## config.mk

```make
export PLATFORM = sky130hd
export DESIGN_NAME = verilab_i2c_target_rx
export DESIGN_NICKNAME = d
export VERILOG_FILES = /design/src/rtl/verilab_i2c_pkg.sv /design/src/rtl/verilab_i2c_target_rx_line_filter.sv /design/src/rtl/verilab_i2c_target_rx.sv
export SDC_FILE = /design/constraint.sdc
export NUM_CORES = 1
export LEC_CHECK = 0
export ABC_AREA = 1
export BUFFER_PORTS_ARGS = -buffer_cell sky130_fd_sc_hd__buf_4
export CELL_PAD_IN_SITES_DETAIL_PLACEMENT = 0
export CELL_PAD_IN_SITES_GLOBAL_PLACEMENT = 1
export CORE_ASPECT_RATIO = 0.7
export CORE_MARGIN = 10
export CORE_UTILIZATION = 37
export CTS_CLUSTER_DIAMETER = 150
export DETAILED_ROUTE_END_ITERATION = 10
export PLACE_DENSITY = 0.83
export SLEW_MARGIN = 20
export SYNTH_ARGS = -nofsm -noshare
export SYNTH_HDL_FRONTEND = slang
export SYNTH_SLANG_ARGS = --single-unit
```

## constraint.sdc

```tcl
create_clock -name clk -period 1.2 [get_ports clk]
set_input_delay 0.24 -clock clk [delete_from_list [all_inputs] [get_ports clk]]
set_output_delay 0.24 -clock clk [all_outputs]
set_load 0.005 [all_outputs]
```

## src/rtl/verilab_i2c_pkg.sv

```systemverilog
// -----------------------------------------------------------------------------
// verilab_i2c_pkg
// Shared types and constants for the write-only I2C target receiver.
// Optional feature macro: VERILAB_I2C_STRETCH_EN adds the STRETCH state.
// -----------------------------------------------------------------------------
package verilab_i2c_pkg;

  localparam int I2C_ADDR_W = 7;
  localparam int I2C_BYTE_W = 8;

  typedef enum logic [2:0] {
    ST_IDLE     = 3'd0,
    ST_ADDR     = 3'd1,
    ST_ADDR_ACK = 3'd2,
    ST_DATA     = 3'd3,
    ST_DATA_ACK = 3'd4,
    ST_IGNORE   = 3'd5
`ifdef VERILAB_I2C_STRETCH_EN
    ,ST_STRETCH = 3'd6
`endif
  } i2c_rx_state_e;

  // Address byte selects us only for a write to our 7-bit address.
  function automatic logic addr_is_write_to(input logic [I2C_BYTE_W-1:0] addr_byte,
                                            input logic [I2C_ADDR_W-1:0] target);
    return (addr_byte[I2C_BYTE_W-1:1] == target) && !addr_byte[0];
  endfunction

endpackage

```

## src/rtl/verilab_i2c_target_rx_line_filter.sv

```systemverilog
// -----------------------------------------------------------------------------
// verilab_i2c_line_filter
// 2-flop synchronizer followed by a glitch filter for one I2C line. The
// filtered output only follows the synchronized value once it has been seen
// FILTER_LEN consecutive cycles. Everything resets to 1 (bus idle level).
// Ports:
//   clk      - system clock
//   reset    - synchronous active-high reset
//   line_in  - asynchronous pad input
//   line_out - synchronized, filtered line
// -----------------------------------------------------------------------------
module verilab_i2c_line_filter #(
  parameter int FILTER_LEN = 3
) (
  input  logic clk,
  input  logic reset,
  input  logic line_in,
  output logic line_out
);

  logic       sync1_q, sync2_q;
  logic       filt_q, filt_d;
  logic [3:0] cnt_q, cnt_d;

  // cnt_q counts how many consecutive samples have differed from filt_q.
  always_comb begin
    cnt_d  = 4'd0;
    filt_d = filt_q;
    if (sync2_q != filt_q) begin
      if (cnt_q == 4'(FILTER_LEN - 1)) begin
        filt_d = sync2_q;
      end else begin
        cnt_d = cnt_q + 4'd1;
      end
    end
  end

  always_ff @(posedge clk) begin
    if (reset) begin
      sync1_q <= 1'b1;
      sync2_q <= 1'b1;
      filt_q  <= 1'b1;
      cnt_q   <= 4'd0;
    end else begin
      sync1_q <= line_in;
      sync2_q <= sync1_q;
      filt_q  <= filt_d;
      cnt_q   <= cnt_d;
    end
  end

  assign line_out = filt_q;

endmodule

```

## src/rtl/verilab_i2c_target_rx.sv

```systemverilog
// -----------------------------------------------------------------------------
// verilab_i2c_target_rx
// Write-only I2C target: detects START/STOP, matches TARGET_ADDR (write only),
// ACKs, and hands data bytes to the core on a valid/ready stream.
// Optional feature macro: VERILAB_I2C_STRETCH_EN - stretch SCL instead of
// NACKing when the output buffer is still full.
// Ports:
//   clk, reset                 - clock, synchronous active-high reset
//   core_i2c_scl_in/sda_in     - asynchronous pad inputs
//   core_i2c_scl_out/sda_out   - tied 0 (open drain)
//   core_i2c_scl_en            - pull SCL low (stretch)
//   core_i2c_sda_en            - pull SDA low (ACK)
//   rx_data/rx_first/rx_valid  - received byte stream, rx_ready from consumer
//   start_det/stop_det         - bus event pulses
//   overflow                   - byte dropped pulse
// -----------------------------------------------------------------------------
module verilab_i2c_target_rx
  import verilab_i2c_pkg::*;
#(
  parameter int                    FILTER_LEN  = 3,
  parameter logic [I2C_ADDR_W-1:0] TARGET_ADDR = 7'h42
) (
  input  logic                  clk,
  input  logic                  reset,
  input  logic                  core_i2c_scl_in,
  input  logic                  core_i2c_sda_in,
  output logic                  core_i2c_scl_out,
  output logic                  core_i2c_scl_en,
  output logic                  core_i2c_sda_out,
  output logic                  core_i2c_sda_en,
  output logic [I2C_BYTE_W-1:0] rx_data,
  output logic                  rx_first,
  output logic                  rx_valid,
  input  logic                  rx_ready,
  output logic                  start_det,
  output logic                  stop_det,
  output logic                  overflow
);

  logic scl_f, sda_f;

  verilab_i2c_line_filter #(.FILTER_LEN(FILTER_LEN)) u_scl_filt (
    .clk(clk), .reset(reset), .line_in(core_i2c_scl_in), .line_out(scl_f));
  verilab_i2c_line_filter #(.FILTER_LEN(FILTER_LEN)) u_sda_filt (
    .clk(clk), .reset(reset), .line_in(core_i2c_sda_in), .line_out(sda_f));

  i2c_rx_state_e         state_q, state_d;
  logic [2:0]            bit_cnt_q, bit_cnt_d;
  logic [I2C_BYTE_W-1:0] shift_q, shift_d;
  logic                  byte_done_q, byte_done_d;  // 8th rise seen in DATA
  logic                  ack_drive_q, ack_drive_d;  // address ACK slot active
  logic                  first_q, first_d;
  logic [I2C_BYTE_W-1:0] rx_data_q, rx_data_d;
  logic                  rx_first_q, rx_first_d;
  logic                  rx_valid_q, rx_valid_d;
  logic                  sda_en_q, sda_en_d;
  logic                  overflow_q, overflow_d;
  logic                  scl_prev_q, sda_prev_q;
`ifdef VERILAB_I2C_STRETCH_EN
  logic                  scl_en_q, scl_en_d;
`endif

  logic                  scl_rise, scl_fall, start_ev, stop_ev, buf_free;
  logic [I2C_BYTE_W-1:0] byte_in;

  assign scl_rise = scl_f & ~scl_prev_q;
  assign scl_fall = ~scl_f & scl_prev_q;
  assign start_ev = scl_f & scl_prev_q & sda_prev_q & ~sda_f;
  assign stop_ev  = scl_f & scl_prev_q & ~sda_prev_q & sda_f;
  assign byte_in  = {shift_q[I2C_BYTE_W-2:0], sda_f};
  // Free if empty, or the consumer is taking the current byte this cycle.
  assign buf_free = ~rx_valid_q | rx_ready;

  always_comb begin
    state_d     = state_q;
    bit_cnt_d   = bit_cnt_q;
    shift_d     = shift_q;
    byte_done_d = byte_done_q;
    ack_drive_d = ack_drive_q;
    first_d     = first_q;
    rx_data_d   = rx_data_q;
    rx_first_d  = rx_first_q;
    rx_valid_d  = rx_valid_q & ~rx_ready;
    sda_en_d    = sda_en_q;
    overflow_d  = 1'b0;
`ifdef VERILAB_I2C_STRETCH_EN
    scl_en_d    = scl_en_q;
`endif

    case (state_q)
      ST_ADDR: begin
        if (scl_rise) begin
          shift_d   = byte_in;
          bit_cnt_d = bit_cnt_q + 3'd1;
          if (bit_cnt_q == 3'd7) begin
            ack_drive_d = 1'b0;
            state_d = addr_is_write_to(byte_in, TARGET_ADDR) ? ST_ADDR_ACK : ST_IGNORE;
          end
        end
      end
      ST_ADDR_ACK: begin
        if (scl_fall) begin
          if (!ack_drive_q) begin
            sda_en_d    = 1'b1;
            ack_drive_d = 1'b1;
          end else begin
            sda_en_d    = 1'b0;
            ack_drive_d = 1'b0;
            first_d     = 1'b1;
            state_d     = ST_DATA;
          end
        end
      end
      ST_DATA: begin
        if (scl_rise) begin
          shift_d   = byte_in;
          bit_cnt_d = bit_cnt_q + 3'd1;
          if (bit_cnt_q == 3'd7) byte_done_d = 1'b1;
        end else if (scl_fall && byte_done_q) begin
          byte_done_d = 1'b0;
          if (buf_free) begin
            rx_data_d  = shift_q;
            rx_first_d = first_q;
            rx_valid_d = 1'b1;
            sda_en_d   = 1'b1;
            first_d    = 1'b0;
            state_d    = ST_DATA_ACK;
          end else begin
`ifdef VERILAB_I2C_STRETCH_EN
            scl_en_d   = 1'b1;
            state_d    = ST_STRETCH;
`else
            overflow_d = 1'b1;
            state_d    = ST_DATA_ACK;
`endif
          end
        end
      end
      ST_DATA_ACK: begin
        if (scl_fall) begin
          sda_en_d = 1'b0;
          state_d  = ST_DATA;
        end
      end
`ifdef VERILAB_I2C_STRETCH_EN
      ST_STRETCH: begin
        if (buf_free) begin
          rx_data_d  = shift_q;
          rx_first_d = first_q;
          rx_valid_d = 1'b1;
          sda_en_d   = 1'b1;
          first_d    = 1'b0;
          scl_en_d   = 1'b0;
          state_d    = ST_DATA_ACK;
        end
      end
`endif
      ST_IDLE, ST_IGNORE: ;
      default: state_d = ST_IDLE;
    endcase

    // Bus conditions override whatever the byte/ACK logic decided.
    if (start_ev || stop_ev) begin
      state_d     = start_ev ? ST_ADDR : ST_IDLE;
      bit_cnt_d   = 3'd0;
      byte_done_d = 1'b0;
      ack_drive_d = 1'b0;
      sda_en_d    = 1'b0;
`ifdef VERILAB_I2C_STRETCH_EN
      scl_en_d    = 1'b0;
`endif
    end
  end

  always_ff @(posedge clk) begin
    if (reset) begin
      state_q     <= ST_IDLE;
      bit_cnt_q   <= 3'd0;
      shift_q     <= '0;
      byte_done_q <= 1'b0;
      ack_drive_q <= 1'b0;
      first_q     <= 1'b0;
      rx_data_q   <= '0;
      rx_first_q  <= 1'b0;
      rx_valid_q  <= 1'b0;
      sda_en_q    <= 1'b0;
      overflow_q  <= 1'b0;
      scl_prev_q  <= 1'b1;
      sda_prev_q  <= 1'b1;
`ifdef VERILAB_I2C_STRETCH_EN
      scl_en_q    <= 1'b0;
`endif
    end else begin
      state_q     <= state_d;
      bit_cnt_q   <= bit_cnt_d;
      shift_q     <= shift_d;
      byte_done_q <= byte_done_d;
      ack_drive_q <= ack_drive_d;
      first_q     <= first_d;
      rx_data_q   <= rx_data_d;
      rx_first_q  <= rx_first_d;
      rx_valid_q  <= rx_valid_d;
      sda_en_q    <= sda_en_d;
      overflow_q  <= overflow_d;
      scl_prev_q  <= scl_f;
      sda_prev_q  <= sda_f;
`ifdef VERILAB_I2C_STRETCH_EN
      scl_en_q    <= scl_en_d;
`endif
    end
  end

  assign core_i2c_scl_out = 1'b0;
  assign core_i2c_sda_out = 1'b0;
  assign core_i2c_sda_en  = sda_en_q;
`ifdef VERILAB_I2C_STRETCH_EN
  assign core_i2c_scl_en  = scl_en_q;
`else
  assign core_i2c_scl_en  = 1'b0;
`endif
  assign rx_data   = rx_data_q;
  assign rx_first  = rx_first_q;
  assign rx_valid  = rx_valid_q;
  assign overflow  = overflow_q;
  assign start_det = start_ev;
  assign stop_det  = stop_ev;

endmodule

```

Word-level counts from Yosys, hierarchy flattened:

Index checks and enable logic that the tools add are counted.

* register bits after elaboration: 45
* bits of input ports: 5
* word-level logic and storage cells: 131

* $add $sub $neg: 3
* equality and inequality tests: 28
* multiplexer cells: 35
* bitwise operators: 20
* reductions and logical operators: 24

Operators with widths (count)
* $mux 3: 9
* $mux 1: 22
* $ne 3x3->1 const B: 7
* $ne 2x2->1 const B: 9
* $pmux 3 s5: 1
* $reduce_and 6->1: 2
* $not 1->1: 11
* $eq 3x3->1 const B: 3
* $add 4x1->4 const B: 2
* $and 1x1->1: 8
* $eq 4x2->1 const B: 2
* $reduce_and 4->1: 2
* $reduce_and 8->1: 1
* $eq 7x7->1 const B: 1
* $eq 3x2->1 const B: 2
* $reduce_and 2->1: 3
* $reduce_bool 2->1: 3
* $reduce_or 2->1: 3
* $reduce_or 3->1: 2
* $pmux 1 s2: 2
* $reduce_or 4->1: 1
* $add 3x1->3 const B: 1
* $eq 3x1->1 const B: 1
* $logic_not 3->1: 1
* other kinds (9): 11

Depth between registers and ports, before layout:

Gate-level depths: netlist of the first run.

* depth in word-level cells: 7
* depth in mapped cells: 11

Hierarchy:

Synthesis of the first run repeated with hierarchy kept, for this count alone.

* cells, all modules: 270
* area, all modules: 1991.9 µm²

By module, submodules not included
* verilab_i2c_target_rx: instances 1, cells each 208, area an instance 1421.4 µm², seq. area each 620.6 µm²
* verilab_i2c_line_filter: instances 2, cells each 31, area an instance 285.3 µm², seq. area each 140.1 µm²

Worst setup path before layout of the first run:

OpenSTA, ideal clock, no wires.

* path type: reg-to-reg
* start: register bit_cnt_q[0]
* end: register state_q[0]
* setup time: 0.111 ns
* data arrival time: 1.173 ns
* required time: 1.089 ns
* setup slack: -0.084 ns
* stages on the path, launching flop included: 12
* clock period less this slack: 1.284 ns
* cell sequence: dfxtp_1 > ha_1 > ha_1 > inv_1 > nor2_1 > nor2_1 > nor2_1 > nand2_2 > nand2_2 > inv_1 > nor2_1 > nor2_1

* word-level cells in the longest chain between the ends: 3

RTL lines
* start: declaration: line verilab_i2c_target_rx.sv:48 `logic [2:0] bit_cnt_q, bit_cnt_d;`
* start signal: assignment: line verilab_i2c_target_rx.sv:195 `bit_cnt_q <= bit_cnt_d;`
* $eq 3x3->1: line verilab_i2c_target_rx.sv:95 `if (bit_cnt_q == 3'd7) begin`
* $ne 3x3->1 (no source line)
* $reduce_and 8->1 (no source line)
* end signal: assignment: line verilab_i2c_target_rx.sv:194 `state_q <= state_d;`
* end: declaration: line verilab_i2c_target_rx.sv:47 `i2c_rx_state_e state_q, state_d;`

Every way passes these cells.
A chain may end at the register's enable or synchronous reset.

Worst setup path in the final report of the first run:

* start: register sda_prev_q
* end: output start_det

* word-level cells in the longest chain between the ends: 2

RTL lines
* start: declaration: line verilab_i2c_target_rx.sv:58 `logic scl_prev_q, sda_prev_q;`
* start signal: assignment: line verilab_i2c_target_rx.sv:189 `sda_prev_q <= 1'b1;`
* start signal: assignment: line verilab_i2c_target_rx.sv:206 `sda_prev_q <= sda_f;`
* $and 1x1->1 (2 in series): line verilab_i2c_target_rx.sv:68 `assign start_ev = scl_f & scl_prev_q & sda_prev_q & ~sda_f;`
* end: declaration: line verilab_i2c_target_rx.sv:35 `output logic start_det,`

Every way passes these cells.

==> impl_metrics.ini, run 1 <==
[critical_path]
cp_max_fo = 2
cp.arrival_ns = 1.11
startpoint_type = flop
crit_chain = nand4_1 > inv_2 > buf_6 > buf_6
cp_common_cell = buf_6
slowest_stage = dfxtp_1
crit_required_ns = 0.96
cp_slowest_stage_delay_ns = 0.39
cp-end-kind = output port
critical_path_class = reg -> out
critPathBufInv = 3
critPathTopFamily = flip-flops

[clocking]
clock-root-buffer = clkbuf_8
cts_sinks = 45
clkTransAtPathRegs_ns = 0.08
cts_max_level = 2
cts_tree = done
clockBufferDepth = 2
cts_buffers = 5
clk_latency_ns = 0.30

[placed_design]
place.gp.congestion = 0.8236
io_buffers = 18
post-dp-hpwl_um = 3131
dp_cells = 373

[global_routing]
antenna_found_initial = 0
grt_pass1_wl_um = 7790
grt_max_degree = 16
grt_use_total_pct = 11.02
overflow = 0
grt_pass1_vias = 1745

[route]
drtIter0Drc = 74
via_per_inst = 4.625
dr.pass1.iters = 4
drc_errors = 0
routed_wl_um = 4790
ant_nets = 0
wl_per_cell_um = 12.22
vias = 1813

[layout]
fill_cells = 457
layout_commonest_cell = buf_4
diodes = 0
drive_above_1_share_pct = 43.96
area_growth_pct = 47.94
fin_cells = 392
seq_area_sq_um = 923.4
final_nets = 333
final_cell_mix = buf_4 (46), nand2_1 (40), dfxtp_1 (37)
multiInputGateArea_sq_um = 1152

[worst_hold_path]
hold_class = in -> reg

[power]
p_leak_nw = 1.164
power.density_nw_per_um2 = 1287
p_total_w = 0.003692
vdd_drop_max_uv = 716.9

[floorplan]
core_area_sq_um = 4913
num_io_pins = 22
dieHeight_um = 80.57
rows = 21
die_area_sq_um = 8583
die_w_um = 106.5
start_util_pct = 39.47

[yosys]
seq_area_frac_synth_pct = 46.45
syn_avg_cell_area_sq_um = 7.402
yosysWarnings = 0
synthDistinctLibCells = 22
ys_ff_latch = 45
syn_inst = 262
synth_area_sq_um = 1939

[timing]
post-route-period-util_pct = 112.6
fmax_ghz = 0.7400
period_needed_ns = 1.351
rsz0062_at_grt = yes
hold_viol = 0
drv_slew = 0
finalWorstSetupSlack_ns = -0.1513
setup_violations = 22
finClkSkew_ns = 0.003348

[run]
drv_cap = 0

[status]
status = finished with violations
violations = setup timing
## metal layers
layer	track usage, %	up-vias	part of all wire (%)
met5	0	-	0
met4	3.908	0	1.3
met3	3.429	9	4.7
met2	17.24	28	45
met1	14.03	829	49
li1	-	947	-
## logic make-up (layout without fill, tap and decap cells)
kind of cell	after synthesis	after routing	share of synthesized area, %
compound gates	34	34	8.774
xor+xnor	7	7	3.161
fa+ha+maj	6	6	3.871
buf+inv	35	94	7.612
flops	45	45	46.45
other cells	1	3	0.1934
simple gates	134	134	29.94
## sequential cells by signal, summed over array words and instances (netlist names), 3 cells and up
signal and count:
shift_q 8, u_sda_filt.cnt_q 4, state_q 3, u_scl_filt.cnt_q 4, rx_data 8, bit_cnt_q 3
## power by group
part	internal [W]	switching, W
registers	0.00158	0.000115
clock network	0.000413	0.000509
logic	0.000475	0.000596
total	0.00247	0.00122
## per-stage QoR
stage / instance area, sq um / TNS [ns] / util, % / worst slack, ns / hold WS [ns]
after floorplan: 1974 / -0.08183 / - / -0.04770 / 0.3170
after global placement: 2387 / -2.281 / 48.59 / -0.1642 / 0.3965
after detailed placement: 2387 / -2.292 / 48.59 / -0.1655 / 0.3982
after CTS: 2666 / -1.490 / 54.27 / -0.1637 / 0.1214
after global routing: 2869 / -3.719 / 58.39 / -0.2345 / 0.1249
final: 2869 / -1.811 / 58.39 / -0.1513 / 0.1264
## cell usage after synthesis, drive strengths merged
library cell / n / area share [%]
nand3: 25 / 6.5
clkbuf: 3 / 0.58
buf: 5 / 1.8
nor2: 43 / 9.5
xor2: 4 / 1.8
o21ai: 11 / 2.8
dfxtp: 45 / 46
conb: 1 / 0.19
nor3: 3 / 0.77
xnor2: 3 / 1.4
or2: 4 / 1.3
nand4: 1 / 0.32
ha: 6 / 3.9
nand2: 58 / 12
a21oi: 23 / 5.9
inv: 26 / 5.0
clkinv: 1 / 0.19
## path summary, 6_finish.rpt
check / to / startpoint / slack, ns / cells after the start
hold reg to reg: u_scl_filt.sync2_q / u_scl_filt.sync1_q / 0.42 / 1
hold / removal: u_sda_filt.sync1_q / core_i2c_sda_in / 0.13 / 2
setup / recovery: start_det / sda_prev_q / -0.15 / 4
setup reg to reg: state_q[0] / bit_cnt_q[1] / -0.13 / 11
## area by class of cell
type	count	share of cell area [%]
multi-input cells	184	40.17
flip-flops and latches	45	32.18
repair buffers	59	17.92
inverters	27	3.794
well taps	69	3.009
clock buffers	7	2.660
clock inverters	1	0.2617
## timing repair
item | 4_1_cts | 5_1_grt
buffers inserted | 4 | 4
endpoints found under the setup margin | 28 | 28
pin swaps | 8 | 18
hold buffers | 0 | 0
gates cloned | 2 | 1
gates resized for setup | 51 | 47
No activity file was read; power rests on OpenSTA's default activity.
==> run 2, diff against run 1 <==
- CORE_UTILIZATION: 37 -> 40
- CTS_BUF_LIST: not set -> sky130_fd_sc_hd__clkbuf_8
- PLACE_DENSITY: 0.83 -> 0.85
- clock period: 1.2 -> 1.3 ns (I/O delays scaled with it)
==> impl_metrics.ini, run 2 (synthesis results as in run 1) <==
[placed_design]
io_buffers = 18
place.gp.congestion = 0.9179
post-dp-hpwl_um = 3071
dp_slack_ns = -0.05492

[global_routing]
grt_max_degree = 16
grt_use_total_pct = 10.76
grt_pass1_vias = 1654
antenna_found_initial = 0
grt_pass1_wl_um = 7258
overflow = 0

[clocking]
clk_latency_ns = 0.29
clockBufferDepth = 2
clkTransAtPathRegs_ns = 0.08
cts_max_level = 2
clock-root-buffer = clkbuf_8
cts_buffers = 5
cts_tree = done
cts_sinks = 45

[timing]
rsz0062_at_grt = yes
post-route-period-util_pct = 102.9
fmax_ghz = 0.7474
finClkSkew_ns = 0.007466
drv_slew = 0
finalWorstSetupSlack_ns = -0.03792
period_needed_ns = 1.338
setup_violations = 6
finalSetupTns_ns = -0.1409
hold_viol = 0

[power]
p_sw_share_pct = 31.33
p_sw_w = 0.001126
pwr-share-clk_pct = 28.9
seqPwrFrac_pct = 42.7
power_frac_comb_pct = 28.4
power.density_nw_per_um2 = 1347
p_leak_nw = 1.138
intPower_w = 0.002467
vdd_drop_max_uv = 703.2

[critical_path]
crit-reg2reg-capture = state_q[0]
cp.arrival_ns = 1.08
cp_slowest_stage_delay_ns = 0.38
crit_chain = buf_6 > nand4_1 > inv_2 > buf_6
reg2reg_depth = 11
cp_max_fo = 4
worstSetupStartpoint = u_scl_filt.line_out
cp-end-kind = output port
r2r-start = bit_cnt_q[1]
crit_required_ns = 1.04
cp_common_cell = buf_6
critical_path_class = reg -> out
rrSetupSlack_ns = -0.03
endpoint = start_det
slowest_stage = dfxtp_4
startpoint_type = flop

[floorplan]
die_area_sq_um = 8078
rows = 21
core_area_sq_um = 4730
die_w_um = 103.2
dieHeight_um = 78.26
num_io_pins = 22
start_util_pct = 41.01

[layout]
diodes = 0
final_cell_mix = nand2_1 (47), buf_4 (45), dfxtp_1 (38)
area_growth_pct = 37.48
layout_commonest_cell = nand2_1
drive_above_1_share_pct = 34.49
final_nets = 326
final_core_util_pct = 56.38

[route]
routed_wl_um = 4298
vias = 1739
wl_per_cell_um = 11.52
drtIter0Drc = 65
drc_errors = 0
dr.pass1.iters = 4
ant_nets = 0
via_per_inst = 4.662

[worst_hold_path]
hold_class = in -> reg

[run]
drv_cap = 0

[status]
violations = setup timing
status = finished with violations
## run 2: cell count changes in the layout (fill, tap and decap cells not counted), sizes merged
| cell | delta |
|---|---|
| clkbuf | -3 |
| clkinvlp | -1 |
| buf | -6 |
| bufinv | +1 |
| inv | +1 |
| clkinv | +1 |
## run 2: power groups by stage
| stage | sequential (W) | combinational (W) | clock, W |
|---|---|---|---|
| 2_1_floorplan | 0.00154 | 0.000534 | 0 |
| 3_3_place_gp | 0.00155 | 0.000858 | 0 |
| 3_5_place_dp | 0.00155 | 0.000835 | 0 |
| 4_1_cts | 0.00152 | 0.000860 | 0.00106 |
| 5_1_grt | 0.00155 | 0.00115 | 0.00112 |
| 6_report | 0.00153 | 0.00102 | 0.00104 |
## run 2: layer usage
layer	vias to the layer above	global-route usage [%]	wire length (um)
met1	781	14.51	2251
met4	0	2.216	16
met2	26	16.55	1865
li1	930	-	-
met3	2	3.237	166
met5	-	0	0
## run 2: worst min path at each step
stage                        from            endpoint  depth (start not counted)
2_1_floorplan               reset            overflow                          1
6_report          core_i2c_scl_in  u_scl_filt.sync1_q                          2
4_1_cts           core_i2c_scl_in  u_scl_filt.sync1_q                          2
3_3_place_gp   u_sda_filt.sync1_q  u_sda_filt.sync2_q                          1
5_1_grt           core_i2c_sda_in  u_sda_filt.sync1_q                          2
3_5_place_dp   u_sda_filt.sync1_q  u_sda_filt.sync2_q                          1
## run 2: per-stage QoR
stage               power, W  cells  area [sq um]  hold WS, ns
floorplan           0.002078    264          1947       0.3370
global placement    0.002404    356          2295       0.3915
detailed placement  0.002382    356          2295       0.3945
CTS                 0.003443    369          2502       0.1414
global route        0.003820    373          2666       0.1434
finish              0.003593    373          2666       0.1481
## run 2: cell type report
class | count | area (sq um)
Sequential cell | 45 | 917.1
Clock inverter | 3 | 42.54
Inverter | 27 | 106.4
Clock buffer | 5 | 68.82
Multi-Input combinational cell | 184 | 1044
Timing Repair Buffer | 52 | 416.7
Tap cell | 57 | 71.32
Fill cell | 431 | 2063
## run 2: worst max-delay path, delay by kind of cell, from the launching register on
family / cells / cell delay, ns
flops: 1 / 0.38
buf+inv: 3 / 0.29
simple gates: 1 / 0.12
## run 2: what timing repair did
| action | 4_1_cts | 5_1_grt |
|---|---|---|
| endpoints found under the hold margin | 0 | 0 |
| buffers inserted | 5 | 3 |
| gates resized for setup | 20 | 42 |
| hold buffers | 0 | 0 |
| pin swaps | 3 | 18 |
| setup endpoints to repair | 18 | 22 |
| gates cloned | 0 | 1 |
==> run 3, diff against run 2 <==
- CTS_BUF_LIST: sky130_fd_sc_hd__clkbuf_8 -> sky130_fd_sc_hd__clkbuf_4
==> impl_metrics.ini, run 3 (synthesis results as in run 1) <==
[timing]
rsz0062_at_grt = yes
drv_slew = 0
finClkSkew_ns = 0.01062
finalWorstSetupSlack_ns = -0.09635
fmax_ghz = 0.7162
hold_viol = 0
period_needed_ns = 1.396
post-route-period-util_pct = 107.4
setup_violations = 7
finalSetupTns_ns = -0.2689

[layout]
layout_commonest_cell = nand2_1
final_cell_mix = nand2_1 (48), buf_4 (46), dfxtp_1 (38)
final_nets = 325
final_core_util_pct = 55.21
fin_cells = 372
drive_above_1_share_pct = 33.97
stdcell_area_sq_um = 2611
multiInputGateArea_sq_um = 1033
fill_cells = 441
area_growth_pct = 34.64
diodes = 0
seq_area_sq_um = 917.1

[critical_path]
slowest_stage = dfxtp_4
cp.arrival_ns = 1.14
rrSetupSlack_ns = -0.03
cp_slowest_stage_delay_ns = 0.40
cp_common_cell = buf_6
cp_max_fo = 4
crit_chain = buf_6 > nand4_1 > inv_2 > buf_6
worstSetupStartpoint = u_scl_filt.line_out
crit-reg2reg-capture = state_q[0]
critical_path_class = reg -> out
reg2reg_depth = 10
endpoint = start_det
r2r-start = state_q[1]
cp-end-kind = output port
crit_required_ns = 1.04
startpoint_type = flop

[placed_design]
io_buffers = 18
place_area_sq_um = 2295
dp_cells = 356
dp_slack_ns = -0.05492
post-dp-hpwl_um = 3071
place.gp.congestion = 0.9179

[floorplan]
rows = 21
num_io_pins = 22
dieHeight_um = 78.26
die_area_sq_um = 8078
die_w_um = 103.2
start_util_pct = 41.01
core_area_sq_um = 4730

[route]
ant_nets = 0
wl_per_cell_um = 11.54
via_per_inst = 4.632
routed_wl_um = 4294
drc_errors = 0
vias = 1723
dr.pass1.iters = 4
drtIter0Drc = 69

[clocking]
cts_max_level = 2
clock-root-buffer = clkbuf_4
ctsHoldBuffers = 0
clkTransAtPathRegs_ns = 0.13
clk_latency_ns = 0.35
cts_sinks = 45
clockBufferDepth = 2
cts_tree = done
cts_buffers = 5

[global_routing]
grt_max_degree = 16
grt_pass1_vias = 1651
overflow = 0
grt_pass1_wl_um = 7245
antenna_found_initial = 0
grt_use_total_pct = 10.76

[status]
violations = setup timing
status = finished with violations

[run]
drv_cap = 0

[power]
vdd_drop_max_uv = 677.7
p_leak_nw = 1.122
power.density_nw_per_um2 = 1310

[worst_hold_path]
hold_class = in -> reg
==> run 3: layout make-up <==
type,instances,share of cell area (%)
Timing Repair Buffer,51,15.38
Inverter,27,3.977
Sequential cell,45,35.12
Clock inverter,2,1.485
Clock buffer,6,1.725
Multi-Input combinational cell,184,39.58
Tap cell,57,2.731
==> run 3: where the power goes <==
part	internal [W]	switching [W]
clock network	0.000431	0.000450
logic	0.000434	0.000569
registers	0.00146	0.0000788
==> run 3: routing by layer <==
| metal | track usage (%) | share of wire (%) | vias to the layer above |
|---|---|---|---|
| met4 | 2.632 | 0.49 | 0 |
| met2 | 16.36 | 44 | 19 |
| met3 | 3.237 | 3.4 | 2 |
| met5 | 0 | 0 | - |
| met1 | 14.51 | 52 | 769 |
| li1 | - | - | 933 |
==> run 3: worst min-delay path by stage <==
stage | startpoint | end | slack, ns | depth (start not counted)
global placement | u_sda_filt.sync1_q | u_sda_filt.sync2_q | 0.39 | 1
CTS | core_i2c_scl_in | u_scl_filt.sync1_q | 0.08 | 2
finish | core_i2c_scl_in | u_scl_filt.sync1_q | 0.09 | 2
global route | core_i2c_sda_in | u_sda_filt.sync1_q | 0.06 | 2
detailed placement | u_sda_filt.sync1_q | u_sda_filt.sync2_q | 0.39 | 1
floorplan | reset | overflow | 0.34 | 1
==> run 3: metrics by stage <==
step | total power, W | hold WS [ns]
after CTS | 0.003288 | 0.07515
final | 0.003419 | 0.08991
after floorplan | 0.002078 | 0.3370
after global placement | 0.002404 | 0.3915
after detailed placement | 0.002382 | 0.3945
after global routing | 0.003652 | 0.06281
==> run 3: critical path: cells and delay by family (launching register included) <==
family | cells | cell delay, ns
DFF | 1 | 0.40
buffers and inverters | 3 | 0.27
and+or+nand+nor | 1 | 0.12
==> run 3: timing repair <==
action / CTS / global route
buffers inserted: 5 / 2
gates cloned: 0 / 1
resized for setup: 21 / 35
endpoints found under the setup margin: 19 / 23
pin swaps: 3 / 14
